$ cat src/rtl/uart_pkg.sv
// Shared types and constants for the UART receiver.
// The PARITY state is present only when UART_RX_PARITY_EN is defined.
package uart_pkg;

    localparam int unsigned DEFAULT_CLKS_PER_BIT = 10416;
    localparam int unsigned UART_DATA_W          = 8;

    typedef enum logic [2:0] {
        IDLE,
        START,
        DATA,
`ifdef UART_RX_PARITY_EN
        PARITY,
`endif
        STOP
    } rx_state_t;

endpackage

$ cat src/rtl/uart_rx_sync.sv
// Two-flop synchronizer for the asynchronous serial line; both flops reset high (idle level).
module uart_rx_sync (
    input  logic clk_i,
    input  logic rst_i,
    input  logic rx_i,
    output logic rxs_o
);

    logic meta;

    always_ff @(posedge clk_i) begin
        if (rst_i) begin
            meta  <= 1'b1;
            rxs_o <= 1'b1;
        end else begin
            meta  <= rx_i;
            rxs_o <= meta;
        end
    end

endmodule

$ cat src/rtl/uart_rx.sv
// UART receiver, 8N1 by default; 8E1 with even-parity check when UART_RX_PARITY_EN is defined.
// All frame logic runs on the synchronized line; outputs are registered one-cycle strobes.
module uart_rx
    import uart_pkg::*;
#(
    parameter int unsigned CLKS_PER_BIT = DEFAULT_CLKS_PER_BIT
) (
    input  logic                   clk_i,
    input  logic                   rst_i,
    input  logic                   rx_i,
    output logic [UART_DATA_W-1:0] data_o,
    output logic                   valid_o,
    output logic                   frame_err_o,
    output logic                   parity_err_o,
    output logic                   busy_o
);

    localparam int unsigned CW = $clog2(CLKS_PER_BIT);
    localparam logic [CW-1:0] HALF_LAST = CW'(CLKS_PER_BIT / 2 - 1);
    localparam logic [CW-1:0] BIT_LAST  = CW'(CLKS_PER_BIT - 1);

    rx_state_t              state, state_n;
    logic [CW-1:0]          cnt, cnt_n;
    logic [2:0]             bit_idx, bit_idx_n;
    logic [UART_DATA_W-1:0] shift, shift_n;
    logic [UART_DATA_W-1:0] data_n;
    logic                   valid_n, ferr_n, perr_n;
    logic                   rxs, rxs_d;
`ifdef UART_RX_PARITY_EN
    logic                   par_bit, par_bit_n;
`endif

    uart_rx_sync u_sync (
        .clk_i (clk_i),
        .rst_i (rst_i),
        .rx_i  (rx_i),
        .rxs_o (rxs)
    );

    always_ff @(posedge clk_i) begin
        if (rst_i) begin
            state        <= IDLE;
            cnt          <= '0;
            bit_idx      <= '0;
            shift        <= '0;
            rxs_d        <= 1'b1;
            data_o       <= '0;
            valid_o      <= 1'b0;
            frame_err_o  <= 1'b0;
            parity_err_o <= 1'b0;
`ifdef UART_RX_PARITY_EN
            par_bit      <= 1'b0;
`endif
        end else begin
            state        <= state_n;
            cnt          <= cnt_n;
            bit_idx      <= bit_idx_n;
            shift        <= shift_n;
            rxs_d        <= rxs;
            data_o       <= data_n;
            valid_o      <= valid_n;
            frame_err_o  <= ferr_n;
            parity_err_o <= perr_n;
`ifdef UART_RX_PARITY_EN
            par_bit      <= par_bit_n;
`endif
        end
    end

    always_comb begin
        state_n   = state;
        cnt_n     = cnt;
        bit_idx_n = bit_idx;
        shift_n   = shift;
        data_n    = data_o;
        valid_n   = 1'b0;
        ferr_n    = 1'b0;
        perr_n    = 1'b0;
`ifdef UART_RX_PARITY_EN
        par_bit_n = par_bit;
`endif
        unique case (state)
            IDLE: begin
                cnt_n = '0;
                // Requires a real falling edge, so a held-low line cannot re-arm
                if (rxs_d && !rxs) state_n = START;
            end
            START: begin
                if (cnt == HALF_LAST) begin
                    cnt_n = '0;
                    if (rxs) begin
                        state_n = IDLE;
                    end else begin
                        bit_idx_n = '0;
                        state_n   = DATA;
                    end
                end else begin
                    cnt_n = cnt + CW'(1);
                end
            end
            DATA: begin
                if (cnt == BIT_LAST) begin
                    cnt_n     = '0;
                    shift_n   = {rxs, shift[UART_DATA_W-1:1]};
                    bit_idx_n = bit_idx + 3'd1;
                    if (bit_idx == 3'd7) begin
`ifdef UART_RX_PARITY_EN
                        state_n = PARITY;
`else
                        state_n = STOP;
`endif
                    end
                end else begin
                    cnt_n = cnt + CW'(1);
                end
            end
`ifdef UART_RX_PARITY_EN
            PARITY: begin
                if (cnt == BIT_LAST) begin
                    cnt_n     = '0;
                    par_bit_n = rxs;
                    state_n   = STOP;
                end else begin
                    cnt_n = cnt + CW'(1);
                end
            end
`endif
            STOP: begin
                if (cnt == BIT_LAST) begin
                    cnt_n   = '0;
                    state_n = IDLE;
`ifdef UART_RX_PARITY_EN
                    perr_n = (^shift) != par_bit;
`endif
                    if (rxs && !perr_n) begin
                        valid_n = 1'b1;
                        data_n  = shift;
                    end else begin
                        ferr_n = !rxs;
                    end
                end else begin
                    cnt_n = cnt + CW'(1);
                end
            end
            default: state_n = IDLE;
        endcase
    end

    assign busy_o = (state != IDLE);

endmodule

$ cat config.mk
export PLATFORM = sky130hd
export DESIGN_NAME = uart_rx
export DESIGN_NICKNAME = d
export VERILOG_FILES = /design/src/rtl/uart_pkg.sv /design/src/rtl/uart_rx_sync.sv /design/src/rtl/uart_rx.sv
export SDC_FILE = /design/constraint.sdc
export NUM_CORES = 1
export LEC_CHECK = 0
export CAP_MARGIN = 15
export CELL_PAD_IN_SITES_DETAIL_PLACEMENT = 1
export CELL_PAD_IN_SITES_GLOBAL_PLACEMENT = 2
export CORE_ASPECT_RATIO = 0.5
export CORE_UTILIZATION = 35
export CTS_CLUSTER_SIZE = 40
export DETAILED_ROUTE_END_ITERATION = 6
export PLACE_DENSITY_LB_ADDON = 0.1
export SYNTH_ARGS = -nofsm -noshare
export SYNTH_HDL_FRONTEND = slang
export SYNTH_SLANG_ARGS = --single-unit
$ cat constraint.sdc
create_clock -name clk_i -period 4.1 [get_ports clk_i]
set_clock_uncertainty 0.05 [all_clocks]
set_input_delay 1.23 -clock clk_i [delete_from_list [all_inputs] [get_ports clk_i]]
set_output_delay 1.23 -clock clk_i [all_outputs]
set_load 0.02 [all_outputs]
Word level (Yosys, flattened, before mapping)
Index checks and enable logic that the tools add are counted.
{ "totals": {"ff_bits": 41} }
{ "classes": {"add_sub_neg": 2, "n_eq_ne": 12, "mux": 15, "bitwise": 2, "reduce_logical": 13} }
{ "op_table": {"columns": ["op", "count"], "rows": [
  ["$pmux W14 S3", 1],
  ["$mux W14", 2],
  ["$mux W3", 8],
  ["$add A14 B1 Y14 const B", 1],
  ["$eq A14 B13 Y1 const B", 1],
  ["$eq A14 B14 Y1 const B", 1],
  ["$ne A2 B2 Y1 const B", 6],
  ["$pmux W3 S4", 1],
  ["$eq A3 B2 Y1 const B", 2],
  ["$pmux W3 S2", 1],
  ["$reduce_bool A3 Y1", 2],
  ["$reduce_and A5 Y1", 1],
  ["$reduce_and A4 Y1", 1],
  ["$reduce_or A4 Y1", 1],
  ["$add A3 B1 Y3 const B", 1],
  ["$eq A3 B1 Y1 const B", 1],
  ["$eq A3 B3 Y1 const B", 1],
  ["$logic_not A3 Y1", 1],
  ["$reduce_and A3 Y1", 1],
  ["$reduce_or A3 Y1", 1],
  ["$mux W2", 1],
  ["$not A1 Y1", 2],
  ["$reduce_and A2 Y1", 1],
  ["$reduce_bool A2 Y1", 1],
  ["4 further kinds", 4]
]} }

Longest topological paths before layout
Gate-level depths: netlist of the first run.
{ "depth": {"ltp_word": 4, "mapped_depth": 6} }

Cells and area by module
Synthesis of the first run repeated with hierarchy kept, for this count alone.
{ "unflattened": {"hier_cells": 191, "area_unflattened_um2": 1775.5} }
{ "by_module_without_submodules": {"columns": ["mod", "n_inst", "cells_each", "area_per_inst_um2", "seq_area_each_um2"], "rows": [
  ["uart_rx", 1, 187, 1722.9, 760.7],
  ["uart_rx_sync", 1, 4, 52.6, 40.0]
]} }

Least setup slack after synthesis of the first run
OpenSTA, ideal clock, no wires.
{ "synth_timing": {"kind": "input to register", "start": "input rst_i", "end": "register cnt[10]", "setup_time_ns": 0.115, "t_arrival_ns": 2.005, "required_time_ns": 3.935, "setup_slack_ns": 1.930, "stages": 5, "path_buffers": 2, "cell_sequence": "clkbuf_1 > nor2b_1 > a22oi_2 > buf_6 > nor2_1"} }
{ "synth_lines": {"columns": ["element", "line", "text"], "rows": [
  ["from (decl)", "uart_rx.sv:9", "input logic rst_i,"],
  ["to (signal assigned)", "uart_rx.sv:56", "cnt <= cnt_n;"],
  ["to (decl)", "uart_rx.sv:23", "logic [CW-1:0] cnt, cnt_n;"]
]} }

Worst setup path in the final report of the first run
{ "layout_timing": {"start": "register state[1]", "end": "output busy_o"} }
{ "layout_between": {"elab_chain_cells": 1} }
{ "layout_lines": {"columns": ["element", "line", "text"], "rows": [
  ["from (decl)", "uart_rx.sv:22", "rx_state_t state, state_n;"],
  ["from (signal assigned)", "uart_rx.sv:55", "state <= state_n;"],
  ["$reduce_bool A3 Y1", "uart_rx.sv:149", "assign busy_o = (state != IDLE);"],
  ["to (decl)", "uart_rx.sv:15", "output logic busy_o"]
]} }
No other way between the ends.

==> flow_results.org, run 1 <==
** Status
- The run finished with clean final reports.

** Layout
- Across the whole layout, storage elements account for 801 sq um.
- The number of antenna diodes in the final layout is 0.
- Core occupancy in the finished layout :: 43.0%
- In the final layout, the multi-input gates occupy 826 sq um.
- Net count, final :: 211
- Leaving out fill and tap cells, the most frequent cell in the layout is sky130_fd_sc_hd__dfxtp_1.
- Fill cells in the final layout number 552.
- Synthesis-to-layout area growth :: 14.7%
- Leading cell types in the layout, fill and taps excluded :: sky130_fd_sc_hd__dfxtp_1 (40), sky130_fd_sc_hd__nand2_1 (26), sky130_fd_sc_hd__a21oi_1 (19)
- The post-route netlist has 6.80% of its cells at a drive strength greater than 1.

** Clock network
- After clock tree synthesis, the clock-pin slew on the worst setup and hold paths is 80 ps.
- Number of CTS-inserted buffers :: 5
- Skew-Pair Late Insertion Delay :: 280 ps
- The tree is rooted in a sky130_fd_sc_hd__clkbuf_8.
- Clock tree sinks :: 40
- After clock tree synthesis, the flow added hold-fix buffers numbering 0.
- The clock passes through at most 2 buffers.
- The number of gates resized after CTS was 0.
- Setup repair bufs after CTS :: 0
- In this run the number of H-tree levels came out at 2.
- TritonCTS built the clock tree.

** Power
- Power Total :: 0.000679 W
- Of the total power, combinational logic draws 2.5%.
- Power per cell area :: 348 nW/um^2
- Int Power :: 0.000533 W
- Maximum vdd drop :: 0.121 mV
- Summed over all nets, the switching power comes to 0.000145 W.
- Sequential group share of total power :: 57.8%
- Of the total power, the share spent switching nets is 21.4%.
- The clock network is responsible for 39.7% of the overall power.
- Static Leakage :: 0.594 nW

** Timing
- Transition time at the pin with the least slew margin :: 644 ps
- Final-report max-slew violation count :: 0
- Timing would allow up to 330 MHz.
- Setup repair after global routing left no endpoint under its margin.
- Number of hold violations in the final report :: 0
- Headroom to the max-slew limit came out at 57.1%.
- Setup violations remaining at the end of the flow were counted as 0.
- After layout, the minimum clock period comes to 3030 ps.
- Setup total negative slack on the finished layout was measured at 0 ps.
- Part of the cycle the worst path needs :: 73.8%

** Synthesis
- The number of different library cells used by synthesis comes to 33.
- Post-Synthesis Mean Instance Area :: 8.67 sq um
- For this run, the number of Yosys warnings is 0.
- Fraction of registers with async set or reset after synthesis :: 0%
- The top cell type by area accounts for 47.1% of the synthesized area.
- The cell count after synthesis came out at 196.
- Net Count, Synth :: 202
- The synthesized design spends more area on one cell type than any other, namely sky130_fd_sc_hd__dfxtp_1.
- Summing the areas of all compound-gate instances in the mapped netlist gives 12.1% of the synthesized area.
- Sorting the synthesized cells by area gives the leading types as sky130_fd_sc_hd__dfxtp_1 (47%), sky130_fd_sc_hd__nand2_1 (5.7%), sky130_fd_sc_hd__xnor2_1 (5.7%), sky130_fd_sc_hd__a21oi_1 (5.6%), sky130_fd_sc_hd__nand4_1 (4.4%).
- By area, the combinational part of the netlist is dominated by simple AND/OR/NAND/NOR gates.
- Syn Std Cell Area :: 1700 sq um
- Counting flops and latches in the post-synthesis netlist gives 40.
- Summing the areas of all and, or, nand and nor instances in the mapped netlist gives 27.4% of the synthesized area.
- The synthesized design contains 0 enable-type register cells.
- Of the total synthesized cell area, the portion taken by XOR and XNOR cells is 6.70%.
- Sequential cells were found to cover 47.1% of the synthesized design area.
- The most used flip-flop cell after synthesis is sky130_fd_sc_hd__dfxtp_1.
- Measured against the total synthesized area, the mux share comes to 0%.
- Area share of fa/ha/maj cells after synthesis :: 2.21%

** Setup path
- The critical path in this run is classified as flip-flop to primary output.
- Critical register-to-register path endpoint :: cnt[3]
- Type of element capturing the critical path :: primary output
- In this run the worst path has a maximum fanout of 17.
- RR Startpoint :: cnt[0]
- Worst reg-to-reg setup slack :: 1810 ps
- Critical Path AT :: 1750 ps
- Worst EP required :: 2820 ps
- Length in cells of the worst reg-to-reg path :: 5
- Kind of start point of the critical path :: flip-flop

** Floorplan
- I/O Pins :: 15
- Chip Height :: 51.3 um
- The initialized floorplan defines 17 standard-cell rows.
- The total area inside the core boundary comes to 4530 sq um.
- Total Die Area :: 5150 sq um
- Once the floorplan was initialized, standard cells occupied 37.5% of the core.
- In this run the horizontal extent of the chip is 101 um.

** Worst hold path
- Hold depth :: 1
- In this run the most critical hold path is launched from u_sync.meta.
- Worst Hold Class :: flip-flop to flip-flop
- Hold Path End :: u_sync.rxs_o

** Route
- In the routed design, unresolved DRC markers number 0.
- The final route contains 1385 vias.
- Routed length per placed instance :: 14.2 um
- The pre-antenna-repair detailed-routing pass consisted of 4 iterations.
- Remaining number of nets flagged by the antenna check after routing :: 0
- After the first detailed-routing iteration, the DRC count stood at 37.
- After detailed routing, the number of vias per cell comes to 5.09.
- Total Routed Length :: 3860 um

** GRT
- Vias in the first global route :: 1403
- Entering global routing, the biggest net connects 28 pins.
- Global-route wire length before repair :: 6560 um
- The number of antenna violations at the first check in global routing is 0.
- Congestion Overflow GR :: 0
- GRT Total Usage :: 16.9%

** Placed design
- The HPWL after detailed placement is 2710 um.
- I/O Buffers :: 13
- Routability-driven placement finished with a final weighted congestion of 0.697.

** Run
- Across the run, the number of max-cap violations was 0.
## state kept, by name, summed over array words and instances, names as in the netlist
name / flops
bit_idx: 3
cnt: 14
data_o: 8
frame_err_o: 1
rxs_d: 1
shift: 8
state: 2
u_sync.meta: 1
u_sync.rxs_o: 1
valid_o: 1
## metal layers
layer,GRT usage [%],wire length [um],up-vias
met3,4.51,92,5
met1,20.4,1860,673
met4,6.04,34,0
met2,29.2,1880,12
met5,0,0,-
li1,-,-,695
## per-stage QoR
step                setup slack (ps)  std cells  instance area [sq um]  hold WS, ps
floorplan                       1930        196                   1700          339
global placement                1120        264                   1850          342
detailed placement              1050        264                   1850          346
CTS                             1050        272                   1950          354
global route                     968        272                   1950          373
finish                          1070        272                   1950          351
## how the worst max path moves through the flow
stage             start       to  slack, ps  depth (start not counted)
4_1_cts        state[1]   busy_o       1050                          2
2_1_floorplan     rst_i  cnt[10]       1930                          5
3_3_place_gp      rst_i   cnt[2]       1120                          5
3_5_place_dp      rst_i   cnt[3]       1050                          5
6_report       state[1]   busy_o       1070                          2
5_1_grt        state[1]   busy_o        970                          2
## worst max-delay path: stages, from the launching register on
cell                              delay [ps]
sky130_fd_sc_hd__dfxtp_1                 660
sky130_fd_sc_hd__or2_2                   200
sky130_fd_sc_hd__clkdlybuf4s50_1         600
## Yosys cell counts (all sizes together) (2+ instances only)
cell type	count
nor3	7
nor4b	2
nand2	26
and4	2
nor4	3
or2	4
nand2b	2
o211ai	3
inv	2
xnor2	11
clkbuf	7
nand4	12
and4bb	2
xor2	2
nor2	18
dfxtp	40
buf	5
a21oi	19
nand3	5
nor2b	2
ha	3
and2	2
o21ai	9
## power by group through the flow
stage | Sequential [W] | Combinational [W] | Clock (W)
floorplan | 0.000400 | 0.0000142 | 0
global placement | 0.000401 | 0.0000167 | 0
detailed placement | 0.000401 | 0.0000173 | 0
CTS | 0.000392 | 0.0000173 | 0.000283
global route | 0.000393 | 0.0000188 | 0.000299
finish | 0.000392 | 0.0000170 | 0.000270
## kinds of logic after synthesis
group           Yosys count
xor+xnor                 13
fa+ha+maj                 3
flops                    40
other cells               1
simple gates             90
compound gates           35
buf+inv                  14
## cell type report
| type | count | share of cell area (%) |
|---|---|---|
| inverters | 2 | 0.385 |
| flip-flops and latches | 40 | 41.1 |
| well taps | 66 | 4.24 |
| clock inverters | 1 | 0.385 |
| clock buffers | 7 | 4.43 |
| repair buffers | 14 | 7.06 |
| multi-input cells | 142 | 42.4 |
(Power assumes the default switching activity.)
==> run 2, diff against run 1 <==
- CORE_UTILIZATION: 35 -> 34
- clock period: 4.1 -> 3 ns (I/O delays scaled with it)
==> run 2 against run 1 <==
Power rose by 47%. Flip-flop and latch count did not move. Cell count rose by 0.74%. Clock-buffer cell count fell by 1. Global-route usage barely moved. Wire length fell by 1.4%. Register-to-register slack got worse by 760 ps. Cell area rose by 1.5%. Hold slack improved by 21 ps. First-iteration DRC count fell by 14%. Utilization barely moved.
==> flow_results.org, run 2 (synthesis results as in run 1) <==
** Route
- The average wire per cell in the routed design was 13.9 um (was 14.2 um).
- The via count is 1363 (was 1385).
- Total Routed Length :: 3810 um (was 3860 um)
- The DRC marker count from the first detailed-route iteration came to 32 (was 37).
- The number of nets with antenna violations after routing came to 0 (unchanged).
- Vias/cell :: 4.97 (was 5.09)
- The count of unresolved DRC violations after routing was 0 (unchanged).
- The first-pass iteration count of the detailed router is 4 (unchanged).

** Timing
- Of the available clock period, the critical path in the final layout requires 83.0%.
- Final setup vio count :: 0 (unchanged)
- The tightest slew margin relative to the limit is 65.9% (was 57.1%).
- Unrepaired setup endpoints after global routing: no (unchanged).
- Final-report max-slew violation count :: 0 (unchanged)
- Counting I/O delays and the setup requirement, the final critical path takes 2490 ps.
- Number of hold violations in the final report :: 0 (unchanged)
- The slack of the critical path is 511 ps (was 1070 ps).
- The slew at the pin closest to its max-slew limit was 510 ps (was 644 ps).
- Based on the critical path, the design can be clocked at up to 402 MHz.
- Final total negative setup slack :: 0 ps (unchanged)

** Floorplan
- The number of top-level pins was 15 (unchanged).
- Chip Height :: 52.0 um (was 51.3 um)
- Starting density of the core :: 37.0% (was 37.5%)
- Std cell rows :: 17 (unchanged)
- Total Die Area :: 5300 sq um (was 5150 sq um)
- The horizontal die dimension came to 102 um (was 101 um).
- The core area was 4590 sq um (was 4530 sq um).

** Clock network
- The clock transition time at the flip-flop clock pins of the worst setup and hold paths was 80 ps (about the same).
- The maximum count of clock buffers along a single path was 2 (unchanged).
- TritonCTS clock tree :: built (unchanged)
- The clock tree root buffer cell was sky130_fd_sc_hd__clkbuf_8 (unchanged).
- Clock tree sinks :: 40 (unchanged)
- The number of hold-repair buffers added at the cts stage was 0 (unchanged).
- The H-tree level count came to 2 (unchanged).
- Gates resized, CTS repair :: 0 (unchanged)
- Number of CTS-inserted buffers :: 5 (unchanged)
- Skew-Pair Late Insertion Delay :: 300 ps (was 280 ps)
- The number of buffers inserted by post-CTS setup repair is 0 (unchanged).

** Placed design
- The half-perimeter wire length of the detailed placement result came to 2660 um (was 2710 um).
- The worst setup slack after placement was 716 ps (was 1050 ps).
- Cell area after placement :: 1870 sq um (was 1850 sq um)
- The global placer's final weighted congestion was 0.728 (was 0.697).
- I/O Buffers :: 13 (unchanged)

** Power
- The power per cell area is 506 nW/um^2 (was 348 nW/um^2).
- Static Leakage :: 0.614 nW (was 0.594 nW)
- Maximum vdd drop :: 0.231 mV (was 0.121 mV)

** GRT
- Met1 Resource Use GR :: 21.4% (was 20.4%)
- The wire length of the first global-routing pass came to 6550 um (was 6560 um).
- The number of antenna violations at the first check in global routing is 0 (unchanged).
- The met3 layer usage reported by global route came to 5.65% (was 4.51%).
- The layer with the highest usage after global routing is met2 (unchanged).
- The total global-route track usage was 16.9% (about the same).
- The met2 capacity usage during global routing came to 26.1% (was 29.2%).
- Congestion Overflow GR :: 0 (unchanged)
- Pin count of the biggest net entering global routing :: 22 (was 28)
- The via count of the first global-routing pass was 1314 (was 1403).

** Layout
- The proportion of layout cells with a drive suffix above 1 came to 7.69% (was 6.80%).
- Largest registers ranked by flip-flop count: cnt x14, data_o x8, shift x8 (unchanged).
- Fill cell count :: 557 (was 552)
- Number of antenna repair diodes :: 0 (unchanged)
- The most frequent standard cell in the layout excluding fill and tap cells is sky130_fd_sc_hd__dfxtp_1 (unchanged).
- Leading cell types in the layout, fill and taps excluded :: sky130_fd_sc_hd__dfxtp_1 (40), sky130_fd_sc_hd__nand2_1 (26), sky130_fd_sc_hd__a21oi_1 (19) (unchanged)
- The area of all placed cells without fillers was 1980 sq um (was 1950 sq um).
- Core occupancy in the finished layout :: 43.0% (about the same)
- The register containing the most flip-flops in the final layout is cnt (unchanged).
- Max reg flops :: 14 (unchanged)
- The synthesis-to-layout area growth is 16.3% (was 14.7%).
- The number of nets in the finished design is 213 (was 211).

** Run
- Max-cap violation count :: 0 (unchanged)

** Setup path
- The capturing point of the worst reg2reg path is cnt[4] (was cnt[3]).
- Length in cells of the worst reg-to-reg path :: 6 (was 5)
- The maximum fanout count along the critical path came to 9 (was 17).
- RR Startpoint :: cnt[0] (unchanged)
- Type of element capturing the critical path :: primary output (unchanged)
- Worst EP required :: 2050 ps (was 2820 ps)
- The setup slack on the worst flop-to-flop path is 1050 ps (was 1810 ps).
- Critical Path AT :: 1540 ps (was 1750 ps)
- The origin of the worst setup path is state[0] (was state[1]).
- Kind of start point of the critical path :: flip-flop (unchanged)
- The critical setup path kind is flip-flop to primary output (unchanged).
- Critical path destination :: busy_o (unchanged)

** Worst hold path
- The worst hold-check path type is flip-flop to flip-flop (unchanged).

** Status
- Outcome :: complete, no violations (unchanged)
run 2: changes by cell type in the layout (fill, tap and decap cells not counted):
| cell | before | now |
|---|---|---|
| sky130_fd_sc_hd__clkinvlp_4 | 1 | 0 |
| sky130_fd_sc_hd__bufinv_16 | 0 | 1 |
| sky130_fd_sc_hd__buf_4 | 1 | 3 |
| sky130_fd_sc_hd__clkbuf_8 | 6 | 5 |
| sky130_fd_sc_hd__clkinv_2 | 0 | 1 |
run 2: final cells by class:
cell class                 count  area, sq um  area share (%)
timing repair buffer          16          153            7.72
clock buffer                   6         72.6            3.67
tap                           66         82.6            4.18
sequential                    40          801            40.5
inverter                       2         7.51           0.380
clock inverter                 2         35.0            1.77
multi-input combinational    142          826            41.8
run 2: layer usage:
metal  wire length (um)  up-vias
met5                  0        -
met4                 73        0
met3                147        8
met2               1630       17
met1               1960      635
li1                   -      703
run 2: worst min-delay path by stage:
stage                startpoint            to  slack (ps)  cells after the start
CTS                 u_sync.meta  u_sync.rxs_o         380                      1
global placement    u_sync.meta  u_sync.rxs_o         350                      1
detailed placement  u_sync.meta  u_sync.rxs_o         360                      1
floorplan           u_sync.meta  u_sync.rxs_o         340                      1
finish              u_sync.meta  u_sync.rxs_o         370                      1
global route        u_sync.meta  u_sync.rxs_o         390                      1
run 2: through the flow:
step | cells | total power [W] | hold slack, ps
floorplan | 196 | 0.000566 | 339
global placement | 266 | 0.000572 | 355
detailed placement | 266 | 0.000572 | 362
CTS | 274 | 0.00102 | 378
global route | 274 | 0.00104 | 395
finish | 274 | 0.000999 | 372
run 2: critical path, stage by stage, from the launching register on:
cell and delay (ps):
sky130_fd_sc_hd__dfxtp_1 480, sky130_fd_sc_hd__or2_2 170, sky130_fd_sc_hd__clkdlybuf4s50_1 590
run 2: report_power, final:
| group | leakage (nW) | internal [W] | total [W] | switching, W |
|---|---|---|---|---|
| Clock | 0.0552 | 0.000247 | 0.000440 | 0.000193 |
| Sequential | 0.323 | 0.000533 | 0.000536 | 0.00000273 |
| Combinational | 0.236 | 0.00000935 | 0.0000234 | 0.0000141 |
